<file path="config.mk">
export PLATFORM = sky130hd
export DESIGN_NAME = uart_rx
export DESIGN_NICKNAME = d
export VERILOG_FILES = /design/src/rtl/uart_pkg.sv /design/src/rtl/uart_rx_sync2.sv /design/src/rtl/uart_rx.sv
export SDC_FILE = /design/constraint.sdc
export NUM_CORES = 1
export LEC_CHECK = 0
export CAP_MARGIN = 20
export CORE_MARGIN = 2
export CORE_UTILIZATION = 40
export DETAILED_ROUTE_END_ITERATION = 12
export RECOVER_POWER = 50
export SLEW_MARGIN = 20
export SYNTH_ARGS = -nofsm -noshare
export SYNTH_HDL_FRONTEND = slang
export SYNTH_SLANG_ARGS = --single-unit
</file>
<file path="constraint.sdc">
create_clock -name CLKIN -period 2.2 [get_ports CLKIN]
set_input_delay 0.22 -clock CLKIN [delete_from_list [all_inputs] [get_ports CLKIN]]
set_output_delay 0.22 -clock CLKIN [all_outputs]
set_load 0.01 [all_outputs]
</file>
<file path="src/rtl/uart_pkg.sv">
// Shared UART definitions: receiver FSM encoding and default frame/oversample constants.
package uart_pkg;

    localparam int unsigned UART_OVERSAMPLE = 16;
    localparam int unsigned UART_DATA_BITS  = 8;

    typedef enum logic [1:0] {
        ST_IDLE  = 2'd0,
        ST_START = 2'd1,
        ST_DATA  = 2'd2,
        ST_STOP  = 2'd3
    } uart_rx_state_e;

endpackage

</file>
<file path="src/rtl/uart_rx_sync2.sv">
// Two-flop synchronizer for the asynchronous serial line; resets to the line's idle level.
module sync2 #(
    parameter logic RESET_VAL = 1'b1
) (
    input  logic CLKIN,
    input  logic RESET,
    input  logic d,
    output logic q
);

    logic meta_q;
    logic sync_q;

    always_ff @(posedge CLKIN or posedge RESET) begin
        if (RESET) begin
            meta_q <= RESET_VAL;
            sync_q <= RESET_VAL;
        end else begin
            meta_q <= d;
            sync_q <= meta_q;
        end
    end

    assign q = sync_q;

endmodule

</file>
<file path="src/rtl/uart_rx.sv">
// Oversampling UART receiver: start-bit qualification at mid-bit, LSB-first data, stop-bit check.
module uart_rx
    import uart_pkg::*;
#(
    parameter int unsigned OVERSAMPLE = UART_OVERSAMPLE,
    parameter int unsigned DATA_BITS  = UART_DATA_BITS
) (
    input  logic                 CLKIN,
    input  logic                 RESET,
    input  logic                 baud_tick,
    input  logic                 rx,
    output logic [DATA_BITS-1:0] data,
    output logic                 valid,
    output logic                 frame_err,
    output logic                 busy
);

    localparam int TICK_W = $clog2(OVERSAMPLE);
    localparam int BIT_W  = $clog2(DATA_BITS + 1);

    localparam logic [TICK_W-1:0] HALF_LAST = TICK_W'(OVERSAMPLE / 2 - 1);
    localparam logic [TICK_W-1:0] FULL_LAST = TICK_W'(OVERSAMPLE - 1);
    localparam logic [BIT_W-1:0]  LAST_BIT  = BIT_W'(DATA_BITS - 1);

    logic rx_s;

    uart_rx_state_e        state_q,     state_d;
    logic [TICK_W-1:0]     tick_cnt_q,  tick_cnt_d;
    logic [BIT_W-1:0]      bit_cnt_q,   bit_cnt_d;
    logic [DATA_BITS-1:0]  shift_q,     shift_d;
    logic [DATA_BITS-1:0]  data_q,      data_d;
    logic                  valid_q,     valid_d;
    logic                  frame_err_q, frame_err_d;

    sync2 #(.RESET_VAL(1'b1)) u_sync (
        .CLKIN (CLKIN),
        .RESET (RESET),
        .d     (rx),
        .q     (rx_s)
    );

    always_ff @(posedge CLKIN or posedge RESET) begin
        if (RESET) begin
            state_q     <= ST_IDLE;
            tick_cnt_q  <= '0;
            bit_cnt_q   <= '0;
            shift_q     <= '0;
            data_q      <= '0;
            valid_q     <= 1'b0;
            frame_err_q <= 1'b0;
        end else begin
            state_q     <= state_d;
            tick_cnt_q  <= tick_cnt_d;
            bit_cnt_q   <= bit_cnt_d;
            shift_q     <= shift_d;
            data_q      <= data_d;
            valid_q     <= valid_d;
            frame_err_q <= frame_err_d;
        end
    end

    // Pulses default low every cycle so they last one CLKIN cycle even between ticks.
    always_comb begin
        state_d     = state_q;
        tick_cnt_d  = tick_cnt_q;
        bit_cnt_d   = bit_cnt_q;
        shift_d     = shift_q;
        data_d      = data_q;
        valid_d     = 1'b0;
        frame_err_d = 1'b0;

        if (baud_tick) begin
            case (state_q)
                ST_IDLE: begin
                    if (!rx_s) begin
                        state_d    = ST_START;
                        tick_cnt_d = '0;
                    end
                end
                ST_START: begin
                    if (tick_cnt_q == HALF_LAST) begin
                        if (rx_s) begin
                            state_d = ST_IDLE;
                        end else begin
                            state_d    = ST_DATA;
                            tick_cnt_d = '0;
                            bit_cnt_d  = '0;
                        end
                    end else begin
                        tick_cnt_d = tick_cnt_q + TICK_W'(1);
                    end
                end
                ST_DATA: begin
                    if (tick_cnt_q == FULL_LAST) begin
                        shift_d    = {rx_s, shift_q[DATA_BITS-1:1]};
                        tick_cnt_d = '0;
                        bit_cnt_d  = bit_cnt_q + BIT_W'(1);
                        if (bit_cnt_q == LAST_BIT) begin
                            state_d = ST_STOP;
                        end
                    end else begin
                        tick_cnt_d = tick_cnt_q + TICK_W'(1);
                    end
                end
                ST_STOP: begin
                    if (tick_cnt_q == FULL_LAST) begin
                        if (rx_s) begin
                            data_d  = shift_q;
                            valid_d = 1'b1;
                        end else begin
                            frame_err_d = 1'b1;
                        end
                        state_d    = ST_IDLE;
                        tick_cnt_d = '0;
                    end else begin
                        tick_cnt_d = tick_cnt_q + TICK_W'(1);
                    end
                end
                default: state_d = ST_IDLE;
            endcase
        end
    end

    assign data      = data_q;
    assign valid     = valid_q;
    assign frame_err = frame_err_q;
    assign busy      = (state_q != ST_IDLE);

endmodule

</file>
==> flow_metrics.env <==
export IMPL_clk_pin_slew_ns=0.09
export IMPL_antenna_left=0
export IMPL_cap_viol_max_count=1
export IMPL_r2r_slack_ns=0.45
export IMPL_cp_data_arrival_time_ns=1.71
export IMPL_synth_cell_types=36
export IMPL_synth_nets=117
export IMPL_clock_root_buffer="clkbuf_4"
export IMPL_grt_pass1_vias=927
export IMPL_cp_data_required_time_ns=1.98
export IMPL_core_sq_um=3310
export IMPL_post_dp_cell_area_sq_um=1550
export IMPL_worst_path_max_delay_cell="dfrtp_1"
export IMPL_grt_overflow_total=0
export IMPL_dp_cells=169
export IMPL_fin_ws_ns=0.272
export IMPL_avgSynthCellArea_sq_um=12.3
export IMPL_outcome="complete, but fails checks"
export IMPL_routedWlPerCell_um=12.7
export IMPL_crit_path_end_kind="output port"
export IMPL_vdd_drop_max_uv=485
export IMPL_finalCoreUtilization=0.486
export IMPL_finClkSkew_ns=0.00989
export IMPL_hold_class="reg -> reg"
export IMPL_critPathLaunchType="flop"
export IMPL_fin_tns_setup_ns=0
export IMPL_synthFlopType="dfrtp_1"
export IMPL_clk_path_buf_depth=2
export IMPL_antenna_found_initial=0
export IMPL_syn_to_final_growth_pct=18.2
export IMPL_worst_pin_slew_ns=1.55
export IMPL_multiInputGateArea_sq_um=553
export IMPL_grt_setup_unrepaired="false"
export IMPL_worstPathMaxFanout=13
export IMPL_htreeDepth=2
export IMPL_port_buffers=14
export IMPL_regArea_sq_um=753
export IMPL_cts_tree="built"
export IMPL_yosys_area_top_type="dfrtp_1"
export IMPL_seq_area_frac_synth=0.553
export IMPL_synth_top_area_frac=0.515
export IMPL_finalInstanceArea_sq_um=1610
export IMPL_fin_crit_ns=1.93
export IMPL_worstSetupPathType="reg -> out"
export IMPL_io_pin_count=15
export IMPL_drt_total_wl_mm=2.25
export IMPL_synth_most_common_cell="dfrtp_1"
export IMPL_dp_hpwl_mm=1.58
export IMPL_yosys_register_bits=30
export IMPL_cts_buffers=5
export IMPL_first_pass_iters=4
export IMPL_drc=0
export IMPL_initial_core_util=0.411
export IMPL_nFillCells=320
export IMPL_yosysWarnings=0
export IMPL_maxSlewHeadroom=-0.0325
export IMPL_postCtsSetupBuffers=0
export IMPL_antenna_cells=0
export IMPL_final_layout_size_suffix_gt1_frac=0.237
export IMPL_drtIter0Drc=41
export IMPL_grt_max_degree=31
export IMPL_slew_violations=31
export IMPL_hold_ws_ns=0.362
export IMPL_crit_chain="or2_2 -> clkdlybuf4s50_1"
export IMPL_clk_insertion_delay_late_ns=0.32
export IMPL_place_ws_ns=0.350
export IMPL_cts_hold_buf=0
export IMPL_grtUsageTotal=0.138
export IMPL_syn_area_sq_um=1360
export IMPL_ys_async_sr_fraction=1.00
export IMPL_cts_sinks=30
export IMPL_synth_edf_count=0
export IMPL_fin_total_pwr_mw=1.38
export IMPL_ys_top_cells_by_area="dfrtp_1, mux2_2, dfstp_2, inv_1, ha_1"
export IMPL_die_y_um=62.3
export IMPL_hold_violations=0
export IMPL_viasPerCell=5.07
export IMPL_netlist_instances=111
export IMPL_violations="capacitance limit, slew limit"
export IMPL_vias=898
export IMPL_grt_pass1_wl_mm=4.22
export IMPL_nets=136
export IMPL_critPathMaxStageDelay_ns=0.54
export IMPL_fp_dieW_um=62.3
export IMPL_leakagePower_nw=0.752
export IMPL_globalplace_congestion=0.790
export IMPL_synthTopCellsByCount="dfrtp_1, mux2_2, inv_1, nand2_1"
export IMPL_stdcell_count=177
export IMPL_fmax_ghz=0.519
export IMPL_postCtsResizedCells=0
export IMPL_powerDensity_nw_per_um2=858
export IMPL_rows=21
export IMPL_dieArea_sq_um=3890
export IMPL_finalSetupViolCount=0
export IMPL_critPathTopFamily="flip-flops"
export IMPL_path_buf_inv=1
export IMPL_post_route_period_util=0.876
[state kept, by name (all words and copies together) (netlist names), named ones only]
signal,flops
bit_cnt_q,4
shift_q,8
state_q,1
frame_err,1
tick_cnt_q,4
valid,1
u_sync.q,1
data,8
u_sync.meta_q,1
[logic make-up after synthesis]
kind of cell             after synthesis  synth area share
buffers and inverters                 12            0.0404
XOR/XNOR                               1           0.00643
flip-flops                            30             0.553
AO/OA/AOI/OAI                         21             0.104
multiplexers                          17             0.142
AND/OR/NAND/NOR                       28             0.135
adder cells (fa/ha/maj)                2            0.0184
[layout by cell type (no fill, tap or decap), types with 3 or more instances in the layout]
cell type | synthesis | layout
dfrtp_1 | 28 | 28
mux2_2 | 15 | 15
clkdlybuf4s50_1 | 0 | 11
inv_1 | 8 | 8
nand2_1 | 5 | 5
clkbuf_4 | 0 | 5
nor2b_1 | 4 | 4
a21oi_1 | 4 | 4
nand3_1 | 4 | 4
o21ai_0 | 4 | 4
nor3_1 | 3 | 3
dlygate4sd3_1 | 0 | 3
[worst paths after layout]
check,to,startpoint,cells after the start
max,busy,flop,2
min,u_sync.q$_DFF_PP1_,u_sync.meta_q$_DFF_PP1_,0
max reg2reg,data[6]$_DFFE_PP0P_,tick_cnt_q[0]$_DFFE_PP0P_,4
min reg2reg,u_sync.q$_DFF_PP1_,u_sync.meta_q$_DFF_PP1_,0
max in group asynchronous,tick_cnt_q[3]$_DFFE_PP0P_,RESET,3
min in group asynchronous,data[1]$_DFFE_PP0P_,RESET,3
[report_power, final]
part	total [mW]	switching [mW]	internal, mW
clock	0.339	0.185	0.154
combinational	0.300	0.152	0.148
sequential	0.743	0.123	0.620
[layout make-up]
type / count / area share
Timing Repair Buffer: 16 / 0.0941
Multi-Input combinational cell: 69 / 0.344
Clock inverter: 2 / 0.00778
Tap cell: 46 / 0.0358
Clock buffer: 6 / 0.0319
Inverter: 8 / 0.0187
Sequential cell: 30 / 0.468
[metal layers]
layer / GRT usage / part of all wire
met1: 0.178 / 0.47
met2: 0.211 / 0.48
met3: 0.0399 / 0.036
met5: 0 / 0
met4: 0.0778 / 0.0084
[worst reg2reg max path: cells and delay by family (launching register included)]
family	cells	cell delay, ns
fa+ha+maj	1	0.29
flops	1	0.40
mux	1	0.36
simple gates	2	0.62
Power figures use the tool's default switching activity.
